**src/rtl/csv_stream_arbiter.sv**
```systemverilog
// Frame-granular arbiter sharing one csv_parser between two buffered byte sources.
// Optional statistics outputs are enabled with `define CSV_ARB_STATS_EN.
module csv_stream_arbiter #(
   parameter int DEPTH   = 16,
   parameter int TIMEOUT = 50000
) (
   input  logic        clk,
   input  logic        rst_n,
   input  logic [7:0]  s0_char,
   input  logic        s0_val,
   output logic        s0_rdy,
   input  logic [7:0]  s1_char,
   input  logic        s1_val,
   output logic        s1_rdy,
   output logic [7:0]  char_out,
   output logic        char_val,
   output logic        frame_src,
   output logic        frame_abort,
   output logic        busy
`ifdef CSV_ARB_STATS_EN
   ,
   output logic [15:0] frames0,
   output logic [15:0] frames1,
   output logic [7:0]  aborts,
   output logic        overrun
`endif
);

   localparam int AW = $clog2(DEPTH);
   localparam int TW = $clog2(TIMEOUT + 1);
   localparam logic [1:0] ST_IDLE   = 2'd0;
   localparam logic [1:0] ST_STREAM = 2'd1;
   localparam logic [1:0] ST_ABORT  = 2'd2;
   localparam logic [7:0] LF        = 8'h0A;

   logic [7:0]    mem_q [2][DEPTH];
   logic [AW:0]   wr_q [2];
   logic [AW:0]   rd_q [2];
   logic [7:0]    in_char_s [2];
   logic [7:0]    head_s [2];
   logic [1:0]    in_val_s, empty_s, full_s, push_s, pop_s, elig_s;

   logic [1:0]    state_q, state_d;
   logic          grant_q, grant_d;
   logic          last_q, last_d;
   logic [TW-1:0] tmo_q, tmo_d;
   logic [1:0]    resync_q, resync_d;
   logic [7:0]    char_out_q, char_out_d;
   logic          char_val_q, char_val_d;
   logic          abort_q, abort_d;
   logic          busy_q;
   logic          frame_done_s;

   assign in_char_s[0] = s0_char;
   assign in_char_s[1] = s1_char;
   assign in_val_s     = {s1_val, s0_val};

   always_comb begin
      for (int i = 0; i < 2; i++) begin
         empty_s[i] = (wr_q[i] == rd_q[i]);
         full_s[i]  = (wr_q[i][AW] != rd_q[i][AW]) &&
                      (wr_q[i][AW-1:0] == rd_q[i][AW-1:0]);
         head_s[i]  = mem_q[i][rd_q[i][AW-1:0]];
         push_s[i]  = in_val_s[i] && !full_s[i];
      end
   end

   assign s0_rdy = !full_s[0];
   assign s1_rdy = !full_s[1];

   always_ff @(posedge clk) begin
      for (int i = 0; i < 2; i++) begin
         if (push_s[i]) begin
            mem_q[i][wr_q[i][AW-1:0]] <= in_char_s[i];
         end
      end
   end

   always_ff @(posedge clk or negedge rst_n) begin
      if (!rst_n) begin
         for (int i = 0; i < 2; i++) begin
            wr_q[i] <= '0;
            rd_q[i] <= '0;
         end
      end else begin
         for (int i = 0; i < 2; i++) begin
            if (push_s[i]) wr_q[i] <= wr_q[i] + (AW+1)'(1);
            if (pop_s[i])  rd_q[i] <= rd_q[i] + (AW+1)'(1);
         end
      end
   end

   always_comb begin
      state_d    = state_q;
      grant_d    = grant_q;
      last_d     = last_q;
      tmo_d      = tmo_q;
      resync_d   = resync_q;
      char_out_d = char_out_q;
      char_val_d = 1'b0;
      abort_d    = 1'b0;
      pop_s      = 2'b00;
      elig_s     = ~empty_s & ~resync_q;
      case (state_q)
         ST_IDLE: begin
            if (elig_s != 2'b00) begin
               state_d = ST_STREAM;
               tmo_d   = '0;
               grant_d = (elig_s == 2'b11) ? ~last_q : elig_s[1];
            end else begin
               state_d = ST_IDLE;
            end
         end
         ST_STREAM: begin
            if (!empty_s[grant_q]) begin
               pop_s[grant_q] = 1'b1;
               char_out_d     = head_s[grant_q];
               char_val_d     = 1'b1;
               tmo_d          = '0;
               if (head_s[grant_q] == LF) begin
                  state_d = ST_IDLE;
                  last_d  = grant_q;
               end else begin
                  state_d = ST_STREAM;
               end
            end else if (tmo_q == TW'(TIMEOUT - 1)) begin
               tmo_d   = TW'(TIMEOUT);
               state_d = ST_ABORT;
            end else begin
               tmo_d   = tmo_q + TW'(1);
            end
         end
         ST_ABORT: begin
            char_out_d        = LF;
            char_val_d        = 1'b1;
            abort_d           = 1'b1;
            resync_d[grant_q] = 1'b1;
            last_d            = grant_q;
            state_d           = ST_IDLE;
         end
         default: begin
            state_d = ST_IDLE;
         end
      endcase
      // A resyncing source drains up to and including its next '\n' while not granted
      for (int i = 0; i < 2; i++) begin
         if (resync_q[i] && !(state_q != ST_IDLE && grant_q == i[0]) && !empty_s[i]) begin
            pop_s[i] = 1'b1;
            if (head_s[i] == LF) resync_d[i] = 1'b0;
         end
      end
   end

   assign frame_done_s = (state_q == ST_STREAM) && !empty_s[grant_q] && (head_s[grant_q] == LF);

   always_ff @(posedge clk or negedge rst_n) begin
      if (!rst_n) begin
         state_q    <= ST_IDLE;
         grant_q    <= 1'b0;
         last_q     <= 1'b1;
         tmo_q      <= '0;
         resync_q   <= 2'b00;
         char_out_q <= 8'h00;
         char_val_q <= 1'b0;
         abort_q    <= 1'b0;
         busy_q     <= 1'b0;
      end else begin
         state_q    <= state_d;
         grant_q    <= grant_d;
         last_q     <= last_d;
         tmo_q      <= tmo_d;
         resync_q   <= resync_d;
         char_out_q <= char_out_d;
         char_val_q <= char_val_d;
         abort_q    <= abort_d;
         busy_q     <= (state_q != ST_IDLE);
      end
   end

   assign char_out    = char_out_q;
   assign char_val    = char_val_q;
   assign frame_abort = abort_q;
   assign frame_src   = grant_q;
   assign busy        = busy_q;

`ifdef CSV_ARB_STATS_EN
   logic [15:0] frames0_q, frames1_q;
   logic [7:0]  aborts_q;
   logic        overrun_q;

   always_ff @(posedge clk or negedge rst_n) begin
      if (!rst_n) begin
         frames0_q <= 16'h0000;
         frames1_q <= 16'h0000;
         aborts_q  <= 8'h00;
         overrun_q <= 1'b0;
      end else begin
         if (frame_done_s && !grant_q) frames0_q <= frames0_q + 16'd1;
         if (frame_done_s && grant_q)  frames1_q <= frames1_q + 16'd1;
         if (state_q == ST_ABORT && aborts_q != 8'hFF) aborts_q <= aborts_q + 8'd1;
         if ((s0_val && full_s[0]) || (s1_val && full_s[1])) overrun_q <= 1'b1;
      end
   end

   assign frames0 = frames0_q;
   assign frames1 = frames1_q;
   assign aborts  = aborts_q;
   assign overrun = overrun_q;
`else
   logic unused_s;
   assign unused_s = frame_done_s;
`endif

endmodule

```
**config.mk**
```make
export PLATFORM = sky130hd
export DESIGN_NAME = csv_stream_arbiter
export DESIGN_NICKNAME = d
export VERILOG_FILES = /design/src/rtl/csv_stream_arbiter.sv
export SDC_FILE = /design/constraint.sdc
export NUM_CORES = 1
export LEC_CHECK = 0
export CAP_MARGIN = 20
export CORE_MARGIN = 5
export CORE_UTILIZATION = 66
export DETAILED_ROUTE_END_ITERATION = 10
export PLACE_DENSITY_LB_ADDON = 0.08
export SLEW_MARGIN = 0
export SYNTH_ARGS = -nofsm -noshare
export SYNTH_HDL_FRONTEND = slang
export SYNTH_SLANG_ARGS = --single-unit
```
**constraint.sdc**
```tcl
create_clock -name clk -period 6.2 [get_ports clk]
set_input_delay 0.62 -clock clk [delete_from_list [all_inputs] [get_ports clk]]
set_output_delay 0.62 -clock clk [all_outputs]
set_load 0.02 [all_outputs]
```
# --- Word level (Yosys, flattened, before mapping) ---
# Memories as Yosys holds them, arrays and structs flattened.
# Index checks and enable logic that the tools add are counted.
word_totals:
  regBits: 53
  ram_bits: 256
  in_bits: 20
  out_inout_bits: 14
  word_cells: 132
  memories: 1
op_classes:
  addsub: 5
  magnitude_cmp: 9
  eq_ne: 17
  n_mux: 48
  bitwise_logic: 11
  reduce_logical: 28
memory_table:
  columns: ["memory", "depth", "word_bits", "rd", "rd_clocked_by_memory_dff", "wr", "line", "rtl"]
  rows:
  - ["mem_q", 2, 128, 2, 0, 2, "36", "logic [7:0] mem_q [2][DEPTH];"]
op_table:
  columns: ["cell", "count"]
  rows:
  - ["$mux W128", 2]
  - ["$mux W8", 10]
  - ["$bmux W8 S4", 2]
  - ["$demux W8 S4", 2]
  - ["$mux W16", 3]
  - ["$pmux W16 S2", 1]
  - ["$eq A8 B4 Y1 const B", 3]
  - ["$add A5 B1 Y5 const B", 4]
  - ["$ge A5 B5 Y1 const B", 4]
  - ["$not A4 Y5", 4]
  - ["$mux W1", 18]
  - ["$add A16 B1 Y16 const B", 1]
  - ["$eq A16 B16 Y1 const B", 1]
  - ["$pmux W8 S2", 1]
  - ["$logic_and A1 B1 Y1", 13]
  - ["$eq A5 B5 Y1", 2]
  - ["$lt A5 B1 Y1 const B", 2]
  - ["$mux W2", 5]
  - ["$eq A4 B4 Y1", 2]
  - ["$reduce_bool A2 Y1", 4]
  - ["$logic_not A1 Y1", 6]
  - ["$reduce_and A2 Y1", 3]
  - ["$eq A2 B2 Y1 const B", 2]
  - ["$ne A2 B2 Y1 const B", 2]
  - ["other kinds (17)", 21]

# --- Logic depth before layout (Yosys ltp) ---
# Gate-level depths: netlist of run 1.
depth:
  ltp_word: 11
  ltp_mapped: 11

# --- Least setup slack after synthesis of run 1 ---
# No wires, ideal clock.
synth_path:
  path_type: "reg2reg"
  from: "register rd_q[6] (netlist name)"
  to: "memory mem_q[0][100] (netlist name), enable pin"
  setup_ps: 383
  arrival_time_ps: 2508
  required_ps: 5817
  slack_ps: 3308
  stages_incl_launch_ff: 11
  path_cell_list: "dfrtp_1 -> buf_2 -> buf_4 -> buf_4 -> xnor2_1 -> nand4_1 -> nand2b_1 -> and2_1 -> clkbuf_1 -> nand2_1 -> nor3_1"
synth_rtl:
  columns: ["item", "line", "rtl"]
  rows:
  - ["start: declaration", "38", "logic [AW:0] rd_q [2];"]
  - ["start signal: indexed assignment", "88", "if (pop_s[i]) rd_q[i] <= rd_q[i] + (AW+1)'(1);"]
  - ["end: declaration", "36", null]

# --- Worst setup path in the final report of run 1 ---
layout_path:
  from: "register rd_q[2] (netlist name)"
  to: "output port s1_rdy"
layout_via:
  elab_chain_cells: 3
layout_rtl:
  columns: ["item", "line", "rtl"]
  rows:
  - ["$eq A4 B4 Y1", "62", "(wr_q[i][AW-1:0] == rd_q[i][AW-1:0]);"]
  - ["$logic_and A1 B1 Y1", "61", "full_s[i] = (wr_q[i][AW] != rd_q[i][AW]) &&"]
  - ["$logic_not A1 Y1", "69", "assign s1_rdy = !full_s[1];"]
  - ["end: declaration", "14", "output logic s1_rdy,"]
# No other way between the ends.

==> results_dict.tcl, run 1 <==
set metrics [dict create \
    pwr-share-seq_pct 41.8 \
    critical_path_depth 5 \
    dp_cells 1119 \
    gr-total-overflow 0 \
    power_frac_clock_pct 25.7 \
    dpl.hpwl_mm 18.8 \
    reg2regPathDepth 8 \
    grt_use_met3_pct 3.83 \
    grt_use_met1_pct 37.7 \
    netlist_area_um2 13400 \
    min_path_type "in -> async" \
    clock_latency_ps 560 \
    yosysUniqueCellTypes 68 \
    core_region_area_um2 20100 \
    synthCells 846 \
    io_pins 34 \
    h-tree-depth 1 \
    drtAntennaViolNets 0 \
    timing.final.hold_violations 0 \
    clock-sinks 309 \
    grt_max_degree 54 \
    ys_seq_area_share_pct 67.2 \
    port_buffers 33 \
    cp_cell_sequence "buf_4 -> xor2_1 -> nor4_2 -> nand2b_1 -> clkdlybuf4s50_1" \
    critPathKind "reg -> out" \
    r2r_start "rd_q[7]$_DFFE_PN0P_" \
    vias 7681 \
    finalWirelength_mm 28.0 \
    startpoint_type "flop" \
    max_stage_delay_ps 910 \
    utilization_pct 74.2 \
    async_reset_ff_share_pct 17.2 \
    cp-startpoint "rd_q[2]$_DFFE_PN0P_" \
    endpoint "s1_rdy" \
    fp.dieH_um 153 \
    grtUsageMet2_pct 36.4 \
    period_needed_ps 3590 \
    cts-root-buf "clkbuf_16" \
    routabilityCongestion 0.861 \
    drv_cap 0 \
    required_ps 5580 \
    fin_skew_ps 8.69 \
    area.growth.synth_to_final_pct 11.2 \
    ys_seq_elements 309 \
    dp_slack_ps 2690 \
    diodes 0 \
    finalNetCount 917 \
    p_comb_share_pct 32.4 \
    multi_input_area_um2 4080 \
    start_util_pct 66.7 \
    crit_fanout 20 \
    regArea_um2 9020 \
    p_int_mw 4.56 \
    cts_buffer_depth 3 \
    synth_area_per_cell_um2 15.9 \
    post_cts_buffers 0 \
    setup_tns_ps 0 \
    numCtsBuffers 30 \
    avgRoutedWirePerCell_um 23.8 \
    row_count 52 \
    post_cts_resized 0 \
    leakage_nw 5.19 \
    stdcell_count 1176 \
    ys_dominant_reg_cell "edfxtp_1" \
    endpoint_kind "output pin" \
    first_iter_violations 758 \
    post-route-period-util_pct 58.0 \
    ys.warnings.count 0 \
    critPathSlowestCell "dfrtp_1" \
    worst_pin_slew_ps 1040 \
    synth_nets 880 \
    vdd_ir_drop_max_uv 278 \
    maxSlewHeadroom_pct 30.5 \
    final_cell_mix "edfxtp_1, nand2_1, nor2_1, dfrtp_1, mux2i_1" \
    path_buf_inv 2 \
    grt_pass1_vias 7661 \
    slew_violations 0 \
    ff2ff_setup_slack_ps 2750 \
    track_usage_pct 24.1 \
    crit_family "buffers and inverters" \
    drive_above_1_share_pct 13.1 \
    rsz0062_at_grt "no" \
    viasPerCell 6.53 \
    finalSetupViolCount 0 \
    die_area_um2 23300 \
    cts_tree "done" \
    layout_commonest_cell "edfxtp_1" \
    powerDensity_nw_per_um2 462 \
    antenna_found_initial 0 \
    power_mw 6.89 \
    switching_power_mw 2.32 \
    rr_endpoint "last_q$_DFFE_PN1P_" \
    fillCellCount 1202 \
    path_clk_slew_ps 60 \
    cp.arrival_ps 2970 \
    drc 0 \
    grt_pass1_wl_mm 44.1 \
    synth_edf_count 256 \
    worst_slack_ps 2610 \
    switching_share_pct 33.8 \
    grt.busiest_layer "met1" \
    postCtsHoldBufs 0 \
    clock.fmax_ghz 0.278 \
    status "complete, no violations" \
    dr.pass1.iters 6 \
    dieWidth_um 153 \
]
==> layout make-up <==
type | count | share of cell area, %
clock buffer | 41 | 5.38
timing repair buffer | 49 | 3.00
tap | 270 | 2.27
inverter | 16 | 0.403
sequential | 309 | 60.5
clock inverter | 14 | 1.11
multi-input combinational | 477 | 27.4
==> synthesized netlist by cell type (all sizes together) (10+ instances only) <==
cell type | instances | area [µm²]
dfrtp | 52 | 1300
a21oi | 17 | 85.1
o21ai | 27 | 139
nor3 | 13 | 65.1
nand2b | 14 | 87.6
edfxtp | 256 | 7690
nand3 | 11 | 55.1
mux2 | 13 | 146
mux2i | 46 | 460
nand4 | 10 | 62.6
xnor2 | 19 | 166
mux4 | 52 | 1230
ha | 14 | 175
nand2 | 66 | 248
buf | 26 | 180
nor2 | 52 | 195
inv | 15 | 56.3
clkbuf | 18 | 77.6
o31ai | 10 | 75.1
==> worst min path at each step <==
stage | start | to | slack [ps]
after floorplan | rst_n | busy$_DFF_PN0_ | 320
after global placement | char_out[4]$_DFFE_PN0P_ | char_out[4]$_DFFE_PN0P_ | 470
after detailed placement | char_out[2]$_DFFE_PN0P_ | char_out[2]$_DFFE_PN0P_ | 470
after CTS | rst_n | wr_q[4]$_DFFE_PN0P_ | 210
after global routing | rst_n | wr_q[4]$_DFFE_PN0P_ | 270
final | rst_n | wr_q[5]$_DFFE_PN0P_ | 190
==> per-layer routing <==
layer  up-vias  wire length, µm
met1      3879            12000
met5         -                0
li1       3376                -
met3        58             2320
met2       368            13000
met4         0              709
==> sequential cells by signal, indices dropped and copies added, names as in the netlist <==
register and count:
state_q 2, busy 1, wr_q 10, rd_q 10
char_out 8, last_q 1, mem_q 256, resync_q 2
frame_src 1, frame_abort 1, tmo_q 16, char_val 1
==> cells by family after synthesis <==
| logic type | after synthesis | share of synthesized area [%] |
|---|---|---|
| flip-flops | 309 | 67.2 |
| AND/OR/NAND/NOR | 217 | 8.12 |
| multiplexers | 111 | 13.7 |
| AO/OA/AOI/OAI | 109 | 5.57 |
| buffers and inverters | 60 | 2.37 |
| XOR/XNOR | 26 | 1.70 |
| adder cells (fa/ha/maj) | 14 | 1.31 |
==> power groups by stage <==
stage | clock, mW | sequential [mW] | combinational, mW
2_1_floorplan | 0 | 2.72 | 1.76
3_3_place_gp | 0 | 2.89 | 2.16
3_5_place_dp | 0 | 2.92 | 2.20
4_1_cts | 1.79 | 2.88 | 2.22
5_1_grt | 1.89 | 2.92 | 2.41
6_report | 1.77 | 2.88 | 2.23
==> stage by stage <==
stage	cell area (µm²)	hold slack [ps]
3_3_place_gp	13900	472
5_1_grt	14900	265
4_1_cts	14900	206
6_report	14900	186
3_5_place_dp	13900	471
2_1_floorplan	13400	324
No activity file was read; power rests on OpenSTA's default activity.
==> run 2: changes to the inputs <==
--- a/config.mk
+++ b/config.mk
@@ -7,7 +7,7 @@
 export LEC_CHECK = 0
 export CAP_MARGIN = 20
 export CORE_MARGIN = 5
-export CORE_UTILIZATION = 66
+export CORE_UTILIZATION = 56
 export DETAILED_ROUTE_END_ITERATION = 10
 export PLACE_DENSITY_LB_ADDON = 0.08
 export SLEW_MARGIN = 0
==> constraint.sdc (replaced) <==
create_clock -name clk -period 3.1 [get_ports clk]
set_input_delay 0.31 -clock clk [delete_from_list [all_inputs] [get_ports clk]]
set_output_delay 0.31 -clock clk [all_outputs]
set_load 0.02 [all_outputs]
==> results_dict.tcl, run 2 (synthesized netlist as in run 1, its figures left out) <==
set metrics [dict create \
    status "complete, no violations" \
    final_cell_mix "edfxtp_1, nand2_1, buf_4, nor2_1, dfrtp_1" \
    drc 0 \
    setup_tns_ps 0 \
    switching_power_mw 4.86 \
    grt_max_degree 33 \
    die_area_um2 27100 \
    first_iter_violations 861 \
    finalSetupViolCount 0 \
    path_clk_slew_ps 60 \
    utilization_pct 65.8 \
    slew_violations 0 \
    fp.dieH_um 165 \
    grt_pass1_wl_mm 46.4 \
    pwr-share-seq_pct 38.5 \
    gr-total-overflow 0 \
    track_usage_pct 22.6 \
    cp.arrival_ps 3410 \
    clock-sinks 309 \
    diodes 0 \
    numCtsBuffers 34 \
    endpoint_kind "flop" \
    startpoint_type "flop" \
    h-tree-depth 2 \
    core_region_area_um2 23500 \
    layout_commonest_cell "edfxtp_1" \
    required_ps 3500 \
    powerDensity_nw_per_um2 945 \
    period_needed_ps 3020 \
    drive_above_1_share_pct 17.8 \
    dp_slack_ps 46.5 \
    cts-root-buf "clkbuf_16" \
    row_count 56 \
    min_path_type "in -> async" \
    timing.final.hold_violations 0 \
    clock_latency_ps 510 \
    power_frac_clock_pct 26.7 \
    grt_pass1_vias 8017 \
    vias 7743 \
    drv_cap 0 \
    worst_slack_ps 84.1 \
    crit_fanout 13 \
    stdcell_count 1276 \
    cts_buffer_depth 3 \
    finalNetCount 967 \
    drtAntennaViolNets 0 \
    vdd_ir_drop_max_uv 497 \
    dr.pass1.iters 7 \
    largest_register_ffs 256 \
    p_comb_share_pct 34.8 \
    avgRoutedWirePerCell_um 23.3 \
    max_stage_delay_ps 660 \
    finalWirelength_mm 29.7 \
    routabilityCongestion 0.876 \
    area.growth.synth_to_final_pct 15.5 \
    worst_pin_slew_ps 1060 \
    dieWidth_um 165 \
    rsz0062_at_grt "no" \
    critPathKind "reg -> reg" \
    io_pins 34 \
    viasPerCell 6.07 \
    clock.fmax_ghz 0.332 \
    antenna_found_initial 0 \
    p_int_mw 9.77 \
    maxSlewHeadroom_pct 29.4 \
    port_buffers 33 \
    post-route-period-util_pct 97.3 \
    start_util_pct 57.0 \
    cp_cell_sequence "buf_4 -> mux4_1 -> a2111oi_0 -> a311oi_1 -> and4bb_1 -> and2b_2 -> o221ai_1" \
    dp_cells 1214 \
    ff2ff_setup_slack_ps 80 \
    critPathSlowestCell "a2111oi_0" \
    leakage_nw 5.50 \
    fin_skew_ps 23.1 \
    fillCellCount 1680 \
    dpl.hpwl_mm 20.7 \
    cts_tree "done" \
    switching_share_pct 33.2 \
]
[run 2: cell types whose count changed in the layout (fill, tap and decap cells not counted), sizes merged]
cell and delta:
buf +46, clkinvlp -1, clkbuf +4, dlygate4sd3 +1, inv +1
[run 2: layer usage]
layer / GRT usage [%] / wire [µm]
met2: 34.2 / 13600
met5: 0 / 0
met1: 34.7 / 13600
met4: 5.03 / 450
met3: 4.52 / 2080
[run 2: cell type report]
class                      instances  area, µm²  share of cell area [%]
clock buffer                      46        917                    5.92
clock inverter                    14        169                    1.09
inverter                          16       60.1                   0.388
multi-input combinational        477       4090                    26.4
sequential                       309       9020                    58.3
tap                              319        399                    2.58
timing repair buffer              95        831                    5.36
[run 2: worst max-delay path: cells and delay by family, from the launching register on]
kind | cells | cell delay, ps
compound gates | 3 | 990
buf+inv | 1 | 280
flops | 1 | 560
mux | 1 | 600
simple gates | 2 | 470
[run 2: metrics by stage]
stage | total power, mW | cell area, µm² | hold slack (ps)
after floorplan | 8.97 | 13400 | 14.4
after global placement | 10.6 | 14400 | 317
after detailed placement | 10.8 | 14400 | 323
after CTS | 14.7 | 15500 | 319
after global routing | 15.3 | 15500 | 374
final | 14.6 | 15500 | 306
[run 2: path summary, 6_finish.rpt]
kind / from / end / cells after the start
setup / recovery: rd_q[1]$_DFFE_PN0P_ / state_q[0]$_DFFE_PN0P_ / 7
hold / removal: rst_n / rd_q[8]$_DFFE_PN0P_ / 2
setup reg to reg: rd_q[1]$_DFFE_PN0P_ / state_q[0]$_DFFE_PN0P_ / 7
hold reg to reg: char_out[0]$_DFFE_PN0P_ / char_out[0]$_DFFE_PN0P_ / 2
max in group asynchronous: rst_n / tmo_q[3]$_DFFE_PN0P_ / 3
min in group clk: char_out[0]$_DFFE_PN0P_ / char_out[0]$_DFFE_PN0P_ / 2
[run 2: power groups by stage]
stage | sequential, mW | combinational, mW | clock [mW]
after floorplan | 5.45 | 3.53 | 0
after global placement | 5.66 | 4.98 | 0
after detailed placement | 5.70 | 5.06 | 0
after CTS | 5.62 | 5.08 | 3.96
after global routing | 5.69 | 5.50 | 4.16
final | 5.63 | 5.10 | 3.90
[run 2: timing repair]
item                                    CTS  global route
setup buffers                             0             0
endpoints found under the setup margin    0            11
hold buffers                              1             0
resized for setup                         0             3
endpoints found under the hold margin    20             0
==> run 3: changes to the inputs <==
--- a/config.mk
+++ b/config.mk
@@ -7,7 +7,7 @@
 export LEC_CHECK = 0
 export CAP_MARGIN = 20
 export CORE_MARGIN = 5
-export CORE_UTILIZATION = 56
+export CORE_UTILIZATION = 55
 export DETAILED_ROUTE_END_ITERATION = 10
 export PLACE_DENSITY_LB_ADDON = 0.08
 export SLEW_MARGIN = 0
==> results_dict.tcl, run 3 (synthesized netlist as in run 1, its figures left out) <==
set metrics [dict create \
    status "complete, no violations" \
    io_pins 34 \
    vias 7740 \
    fp.dieH_um 166 \
    powerDensity_nw_per_um2 956 \
    clock-sinks 309 \
    crit_fanout 13 \
    first_iter_violations 959 \
    dr.pass1.iters 5 \
    clock_latency_ps 520 \
    critPathKind "reg -> reg" \
    area.growth.synth_to_final_pct 15.6 \
    finalWirelength_mm 30.5 \
    avgRoutedWirePerCell_um 23.9 \
    leakage_nw 5.50 \
    critPathSlowestCell "dfrtp_2" \
    numCtsBuffers 34 \
    startpoint_type "flop" \
    timing.final.hold_violations 0 \
    vdd_ir_drop_max_uv 525 \
    grt_max_degree 39 \
    rsz0062_at_grt "no" \
    core_region_area_um2 24200 \
    track_usage_pct 22.0 \
    switching_power_mw 4.94 \
    utilization_pct 64.1 \
    grt.busiest_layer "met2" \
    grt_use_met1_pct 32.3 \
    cp.arrival_ps 3430 \
    cts-root-buf "clkbuf_16" \
    drv_cap 0 \
    postLayoutCellArea_um2 15500 \
    grt_use_met3_pct 4.26 \
    post_cts_buffers 0 \
    pwr-share-seq_pct 37.6 \
    layout_commonest_cell "edfxtp_1" \
    die_area_um2 27600 \
    start_util_pct 55.5 \
    setup_tns_ps 0 \
    cp_cell_sequence "buf_12 -> buf_12 -> mux4_1 -> mux2i_1 -> nor2_1 -> a2111oi_2 -> nand4_1 -> or4b_1 -> o211ai_2" \
    grtUsageMet2_pct 33.8 \
    diodes 0 \
    finalSetupViolCount 0 \
    finalNetCount 957 \
    max_stage_delay_ps 650 \
    r2r_start "rd_q[1]$_DFFE_PN0P_" \
    h-tree-depth 2 \
    antenna_found_initial 0 \
    fillCellCount 1671 \
    grt_pass1_vias 7783 \
    row_count 57 \
    grt_pass1_wl_mm 46.8 \
    switching_share_pct 33.3 \
    min_path_type "in -> async" \
    drive_above_1_share_pct 17.9 \
    required_ps 3550 \
    period_needed_ps 2980 \
    worst_slack_ps 121 \
    maxSlewHeadroom_pct 25.7 \
    path_clk_slew_ps 60 \
    dpl_cell_area_um2 14300 \
    routabilityCongestion 0.890 \
    power_frac_clock_pct 27.6 \
    clock.fmax_ghz 0.336 \
    worst_pin_slew_ps 1110 \
    p_comb_share_pct 34.9 \
    largest_register_ffs 256 \
    final_cell_mix "edfxtp_1, nand2_1, nor2_1, dfrtp_1, mux2i_1" \
    endpoint_kind "flop" \
    cts_tree "done" \
    dp_slack_ps 131 \
    slew_violations 0 \
    p_int_mw 9.89 \
    cp-startpoint "rd_q[1]$_DFFE_PN0P_" \
    post-route-period-util_pct 96.1 \
    gr-total-overflow 0 \
    post_cts_resized 0 \
    drtAntennaViolNets 0 \
    drc 0 \
    cp_common_cell "buf_12" \
    cts_buffer_depth 3 \
    fin_skew_ps 24.7 \
    dpl.hpwl_mm 20.3 \
    viasPerCell 6.08 \
    dieWidth_um 166 \
    port_buffers 33 \
]
run 3: changes by cell type in the layout (fill, tap and decap cells not counted), moves of 3 or more:
cell      change
buf_12        +3
buf_4        -13
clkbuf_1      -8
clkbuf_8      +3
clkinv_2      +6
run 3: final cells by class:
cell class,count,area [µm²],share of cell area [%]
clock buffer,41,928,5.99
clock inverter,20,214,1.38
inverter,16,60.1,0.387
multi-input combinational,477,4080,26.3
sequential,309,9020,58.2
tap,324,405,2.62
timing repair buffer,85,793,5.12
run 3: path summary, 6_finish.rpt:
| kind | end | slack (ps) | depth (start not counted) |
|---|---|---|---|
| setup / recovery | last_q$_DFFE_PN1P_ | 120 | 9 |
| hold reg to reg | char_out[2]$_DFFE_PN0P_ | 490 | 2 |
| min in group clk | char_out[2]$_DFFE_PN0P_ | 490 | 2 |
| max in group asynchronous | tmo_q[3]$_DFFE_PN0P_ | 1950 | 3 |
| setup reg to reg | last_q$_DFFE_PN1P_ | 120 | 9 |
| hold / removal | resync_q[0]$_DFF_PN0_ | 310 | 2 |
run 3: power by group through the flow:
stage / clock network [mW] / registers [mW] / logic (mW)
after global routing: 4.35 / 5.63 / 5.57
after detailed placement: 0 / 5.65 / 5.12
final: 4.09 / 5.57 / 5.17
after CTS: 4.14 / 5.57 / 5.16
after floorplan: 0 / 5.45 / 3.53
after global placement: 0 / 5.61 / 5.04
run 3: metal layers:
metal	share of wire, %	vias up	routed length, µm
met3	7.0	56	2130
met2	47	304	14300
met1	44	3913	13300
li1	-	3467	-
met4	2.4	0	727
met5	0	-	0
run 3: critical path, delay by kind of cell (launching register included):
| family | cells | cell delay, ps |
|---|---|---|
| simple gates | 3 | 840 |
| flops | 1 | 650 |
| mux | 2 | 560 |
| compound gates | 2 | 510 |
| buf+inv | 2 | 350 |
run 3: per-stage QoR:
step	std cells	power (mW)	hold slack [ps]
detailed placement	1210	10.8	312
global placement	1210	10.7	307
global route	1272	15.5	375
finish	1272	14.8	310
CTS	1272	14.9	317
floorplan	846	8.97	14.4
run 3: what timing repair did:
action / 4_1_cts / 5_1_grt
setup endpoints to repair: 0 / 0
hold buffers: 1 / 0
hold endpoints to repair: 19 / 0
